## src/rtl/shr_share_arb.sv

```systemverilog
// shr_share_arb: round-robin arbiter that shares one combinational 32-bit
// right-shifter between two requesters. The shifter result is captured in a
// single response slot {full, id, data}. The slot is returned to its owner
// over a per-requester valid/ready channel.
//
// Handshake semantics (both channels): a transfer happens on a rising clock
// edge where valid and ready are both 1 for the same requester. The sender
// holds its payload stable while valid is high and not yet accepted. Ready
// may depend combinationally on valid. valid never depends on ready.
module shr_share_arb #(
  parameter int DATA_W = 32,
  parameter int CNT_W  = 6
) (
  input  logic              clk,
  input  logic              rst_n,
  input  logic [1:0]        req_valid,
  output logic [1:0]        req_ready,
  input  logic [CNT_W-1:0]  req_n0,
  input  logic [DATA_W-1:0] req_in0,
  input  logic [CNT_W-1:0]  req_n1,
  input  logic [DATA_W-1:0] req_in1,
  output logic [CNT_W-1:0]  sh_n,
  output logic [DATA_W-1:0] sh_in,
  input  logic [DATA_W-1:0] sh_out,
  output logic [1:0]        rsp_valid,
  input  logic [1:0]        rsp_ready,
  output logic [DATA_W-1:0] rsp_data
);

  // Response slot and arbitration history.
  logic              full_q, full_d;
  logic              id_q, id_d;
  logic [DATA_W-1:0] data_q, data_d;
  logic              last_grant_q, last_grant_d;

  // Combinational arbitration results.
  logic grant_valid;
  logic grant_id;
  logic rsp_fire;
  logic slot_free;
  logic accept;

  // Round-robin grant: a lone requester wins outright. On a tie the
  // requester that did not win last time wins.
  always_comb begin
    grant_valid = 1'b0;
    grant_id    = 1'b0;
    case (req_valid)
      2'b01: begin
        grant_valid = 1'b1;
        grant_id    = 1'b0;
      end
      2'b10: begin
        grant_valid = 1'b1;
        grant_id    = 1'b1;
      end
      2'b11: begin
        grant_valid = 1'b1;
        grant_id    = ~last_grant_q;
      end
      default: begin
        grant_valid = 1'b0;
        grant_id    = 1'b0;
      end
    endcase
  end

  // Slot occupancy.
  // The slot is free when it is empty or is being drained this cycle.
  // This allows one accept per cycle at full throughput.
  always_comb begin
    rsp_fire  = full_q && rsp_ready[id_q];
    slot_free = !full_q || rsp_fire;
    accept    = grant_valid && slot_free;
  end

  // Request ready goes only to the granted requester, and only when the slot can take the result.
  always_comb begin
    req_ready = 2'b00;
    if (grant_valid && slot_free) begin
      req_ready[grant_id] = 1'b1;
    end
  end

  // Drive the shared shifter from the granted requester.
  // With no grant, grant_id is 0, so requester 0's operands appear. This keeps the shifter inputs free of X.
  always_comb begin
    sh_n  = grant_id ? req_n1  : req_n0;
    sh_in = grant_id ? req_in1 : req_in0;
  end

  // Response outputs come straight from the slot.
  always_comb begin
    rsp_valid = 2'b00;
    if (full_q) begin
      rsp_valid[id_q] = 1'b1;
    end
    rsp_data = data_q;
  end

  // Next-state for the slot and the round-robin pointer.
  // An accept overrides a drain in the same cycle.
  // data is kept after a drain.
  always_comb begin
    full_d       = full_q;
    id_d         = id_q;
    data_d       = data_q;
    last_grant_d = last_grant_q;
    if (accept) begin
      full_d       = 1'b1;
      id_d         = grant_id;
      data_d       = sh_out;
      last_grant_d = grant_id;
    end else if (rsp_fire) begin
      full_d = 1'b0;
    end
  end

  // State registers.
  // last_grant resets to 1 so that requester 0 wins the first tie.
  always_ff @(posedge clk or negedge rst_n) begin
    if (!rst_n) begin
      full_q       <= 1'b0;
      id_q         <= 1'b0;
      data_q       <= '0;
      last_grant_q <= 1'b1;
    end else begin
      full_q       <= full_d;
      id_q         <= id_d;
      data_q       <= data_d;
      last_grant_q <= last_grant_d;
    end
  end

endmodule

```

## config.mk

```make
export PLATFORM = sky130hd
export DESIGN_NAME = shr_share_arb
export DESIGN_NICKNAME = d
export VERILOG_FILES = /design/src/rtl/shr_share_arb.sv
export SDC_FILE = /design/constraint.sdc
export NUM_CORES = 1
export LEC_CHECK = 0
export ABC_AREA = 1
export CORE_MARGIN = 2
export CORE_UTILIZATION = 33
export DETAILED_ROUTE_END_ITERATION = 10
export PLACE_DENSITY = 0.89
export SKIP_CTS_REPAIR_TIMING = 1
export SYNTH_ARGS = -nofsm -noshare
export SYNTH_HDL_FRONTEND = slang
export SYNTH_SLANG_ARGS = --single-unit
```

## constraint.sdc

```tcl
create_clock -name clk -period 2.6 [get_ports clk]
set_clock_uncertainty 0.15 [all_clocks]
set_input_delay 0.52 -clock clk [delete_from_list [all_inputs] [get_ports clk]]
set_output_delay 0.52 -clock clk [all_outputs]
set_load 0.03 [all_outputs]
```

### Yosys cells after proc, flatten, opt, wreduce, memory -nomap -nowiden

Cells that the tools add are included.

* register bits after elaboration: 35
* bits of input ports: 114
* output and inout port bits: 74
* word-level logic and storage cells: 34

* $lt $le $gt $ge: 4
* equality and inequality tests: 3
* mux-type cells: 14
* bitwise gates (word level): 1
* reductions and logical operators: 8

Operator list (count)
* $mux 32: 1
* $mux 1: 7
* $mux 6: 1
* $eq 2x2->1 const B: 2
* $logic_and 1x1->1: 4
* $lt 1x2->1 const B: 2
* $mux 2: 2
* $reduce_or 3->1: 1
* $demux 1 s1: 2
* $eq 2x1->1 const B: 1
* $ge 1x1->1 const B: 2
* $pmux 1 s2: 1
* $reduce_bool 2->1: 1
* $logic_not 1->1: 1
* $logic_or 1x1->1: 1
* $not 1->1: 1

### Longest topological paths before layout

* depth after elaboration: 7
* gate-level depth with buffers: 7
* mapped depth without buffers: 5

### Least setup slack after synthesis

OpenSTA, ideal clock, no wires.

* path kind: input to output
* from: input port req_valid[1]
* to: output port req_ready[0]
* arrival time: 1.398 ns
* slack: 0.532 ns
* stages: 5
* buffers on the path: 1
* cells stage by stage: inv_2 -> nand2_1 -> nand3_4 -> buf_6 -> nor2_1

* cells in the longest elaborated chain, start to end: 7
* elaborated cells between the ends (all ways): 13
* those cells by class: order compare: 2; eq/ne: 3; mux: 5; reduce/logical: 3

Ends and longest elaborated chain
* start, declared: RTL line 16 `input logic [1:0] req_valid,`
* $eq 2x2->1: RTL line 48 `case (req_valid)`
* $pmux 1 s2: RTL line 48
* $lt 1x2->1 (implied by the code) or $ge 1x1->1 (tied branches): RTL line 81 `req_ready[grant_id] = 1'b1;`
* $logic_and 1x1->1 (implied by the code): RTL line 81
* $mux 1 (implied by the code): RTL line 81
* $demux 1 s1: RTL line 81
* $mux 2 *: RTL line 80 `if (grant_valid && slot_free) begin`
* end, declared: RTL line 17 `output logic [1:0] req_ready,`

Every way passes the cells marked *; elsewhere a longest branch is shown, timed or not.

### Worst setup path after layout

* from: input port req_valid[1]
* to: output port req_ready[1]

The elaborated chain is that of the path after synthesis.

==> results.sh <==
export IMPL_status="finished, final reports clean"
export IMPL_route_vias_total=2482
export IMPL_die_h_um=80.93
export IMPL_grt_pass1_wl_um=11050
export IMPL_grt_max_degree=39
export IMPL_ys_seq_area_frac=0.4491
export IMPL_cts_tree="yes"
export IMPL_drc=0
export IMPL_maxCapViolCount=0
export IMPL_die_area_sq_um=6550
export IMPL_grt_use_total=0.2190
export IMPL_syn_inst=288
export IMPL_holdWs_ns=0.1594
export IMPL_intPower_uw=1950
export IMPL_synth_top_family_by_area="simple AND/OR/NAND/NOR gates"
export IMPL_numCtsBuffers=5
export IMPL_powerDensity_nw_per_um2=982.7
export IMPL_cp_end_kind="output port"
export IMPL_mostFrequentLayoutCells="188 x nand2_1, 146 x clkdlybuf4s50_1, 44 x buf_4, 34 x nand3_1, 34 x dfrtp_1"
export IMPL_clkSinkCount=35
export IMPL_die_x_um=80.93
export IMPL_relSlewSlack=0.4753
export IMPL_synthAdderAreaFrac=0
export IMPL_wire_per_inst_um=13.95
export IMPL_r2r_setup_slack_ns=1.16
export IMPL_cp_slowest_stage_delay_ns=0.47
export IMPL_pwr_share_clk=0.098
export IMPL_clk_insertion_delay_late_ns=0.29
export IMPL_rsz0062_at_grt="no"
export IMPL_drt_iter0_drc=55
export IMPL_synth_nets=402
export IMPL_num_rows=28
export IMPL_placed_cells=538
export IMPL_crit_chain="clkdlybuf4s50_1 > inv_2 > a21oi_2 > buf_8 > nand2_1 > inv_1 > buf_4"
export IMPL_path_class="in2out"
export IMPL_grt_pass1_vias=2375
export IMPL_min_path_type="in2async"
export IMPL_p_leak_uw=0.001960
export IMPL_max_freq_ghz=0.3958
export IMPL_clk_path_buf_depth=2
export IMPL_routed_wl_um=7587
export IMPL_initial_core_util=0.3358
export IMPL_path_max_fanout=31
export IMPL_cp_required_ns=1.93
export IMPL_finalCritPeriodShare=0.9718
export IMPL_yosysUniqueCellTypes=14
export IMPL_synthMuxAreaShare=0
export IMPL_top_level_ports=188
export IMPL_diodes=0
export IMPL_synthToLayoutAreaGrowth_pct=95.32
export IMPL_core_area_sq_um=5816
export IMPL_root_buffer="clkbuf_8"
export IMPL_yosys_warnings=0
export IMPL_tightestPinTransition_ns=0.7871
export IMPL_arrival_ns=1.86
export IMPL_drive_gt1_frac=0.1279
export IMPL_p_sw_uw=1799
export IMPL_place_congestion=0.7335
export IMPL_hpwl_um=5723
export IMPL_portBuffers=187
export IMPL_critical_path_top_delay_family="buffers and inverters"
export IMPL_hold_violations=0
export IMPL_synth_simple_area_share=0.4664
export IMPL_ys_seq_elements=35
export IMPL_slew_violations=0
export IMPL_fill_cells=511
export IMPL_multiInputGateArea_sq_um=919.6
export IMPL_fin_cells=544
export IMPL_worst_setup_path_start_kind="input pin"
export IMPL_share_comb_of_total_power=0.639
export IMPL_first_pass_iters=4
export IMPL_swShare=0.4798
export IMPL_layout_min_cycle_time_ns=2.527
export IMPL_power_share_sequential=0.263
export IMPL_grt_ovfl_total=0
export IMPL_setup_violations=0
export IMPL_mostFrequentLayoutCell="nand2_1"
export IMPL_antenna_found_initial=0
export IMPL_critPathBufInv=5
export IMPL_avgSynthCellArea_sq_um=6.782
export IMPL_netlist_area_sq_um=1953
export IMPL_synthXorXnorAreaFrac=0
export IMPL_clk_pin_slew_ns=0.07
export IMPL_seq_area_sq_um=877.1
export IMPL_crit_slowest_cell="clkdlybuf4s50_1"
export IMPL_synth_compound_area_share=0.004484
export IMPL_antenna_left=0
export IMPL_vdd_drop_max_mv=0.9416
export IMPL_fin_nets=584
export IMPL_htreeDepth=2
export IMPL_viasPerCell=4.563
-- metrics by stage --
step	cell area (sq um)	utilization	worst slack [ns]	power, uW	setup TNS, ns
after floorplan	1953	-	0.5323	2374	0
after global placement	3729	0.6411	0.02118	3355	0
after detailed placement	3729	0.6411	-0.005138	3397	-0.005842
after CTS	3805	0.6543	-0.01228	3783	-0.02188
after global routing	3815	0.6560	0.004162	3977	0
final	3815	0.6560	0.07323	3749	0
-- layer usage --
layer | track usage | vias up | wire length [um]
li1 | - | 1239 | -
met1 | 0.2453 | 1099 | 2997
met2 | 0.3711 | 124 | 3564
met3 | 0.07556 | 20 | 824
met4 | 0.1068 | 0 | 201
met5 | 0 | - | 0
-- power groups by stage --
stage / sequential, uW / combinational, uW / clock, uW
3_5_place_dp: 991 / 2410 / 0
5_1_grt: 1020 / 2550 / 403
3_3_place_gp: 984 / 2370 / 0
2_1_floorplan: 1500 / 878 / 0
4_1_cts: 989 / 2410 / 382
6_report: 987 / 2390 / 367
-- worst paths after layout --
kind | to | from | depth (start not counted)
setup / recovery | req_ready[1] | req_valid[1] | 7
hold / removal | rsp_data[22] | rst_n | 1
setup reg to reg | rsp_data[22] | id_q | 6
hold reg to reg | rsp_data[11] | rsp_data[11] | 2
max in group asynchronous | id_q | rst_n | 1
min in group clk | rsp_data[11] | rsp_data[11] | 2
-- Yosys cell counts --
library cell  instances  area [sq um]
inv_2                 4         15.01
buf_2                 8         40.04
buf_6                 5         56.30
nand3_4               1         17.52
nand2_1             188         705.7
inv_1                 5         18.77
a21oi_2               1         8.760
nor2_1                2         7.510
nand3_2               1         10.01
dfstp_2               1         26.28
clkbuf_1              1         3.750
nand3_1              34         170.2
buf_4                 3         22.52
dfrtp_1              34         850.8
-- sequential cells by signal (all words and copies together) (netlist names) --
register,count
rsp_data,32
full_q,1
id_q,1
last_grant_q,1
-- final cells by class --
cell class	instances	share of cell area
well taps	75	0.02460
repair buffers	192	0.4749
flip-flops and latches	35	0.2299
clock buffers	5	0.01804
multi-input cells	227	0.2411
inverters	9	0.009511
clock inverters	1	0.001968
-- cell families after synthesis --
logic type	Yosys count
and+or+nand+nor	226
buffers and inverters	26
DFF	35
AOI/OAI and AO/OA	1
(Power assumes the default switching activity.)
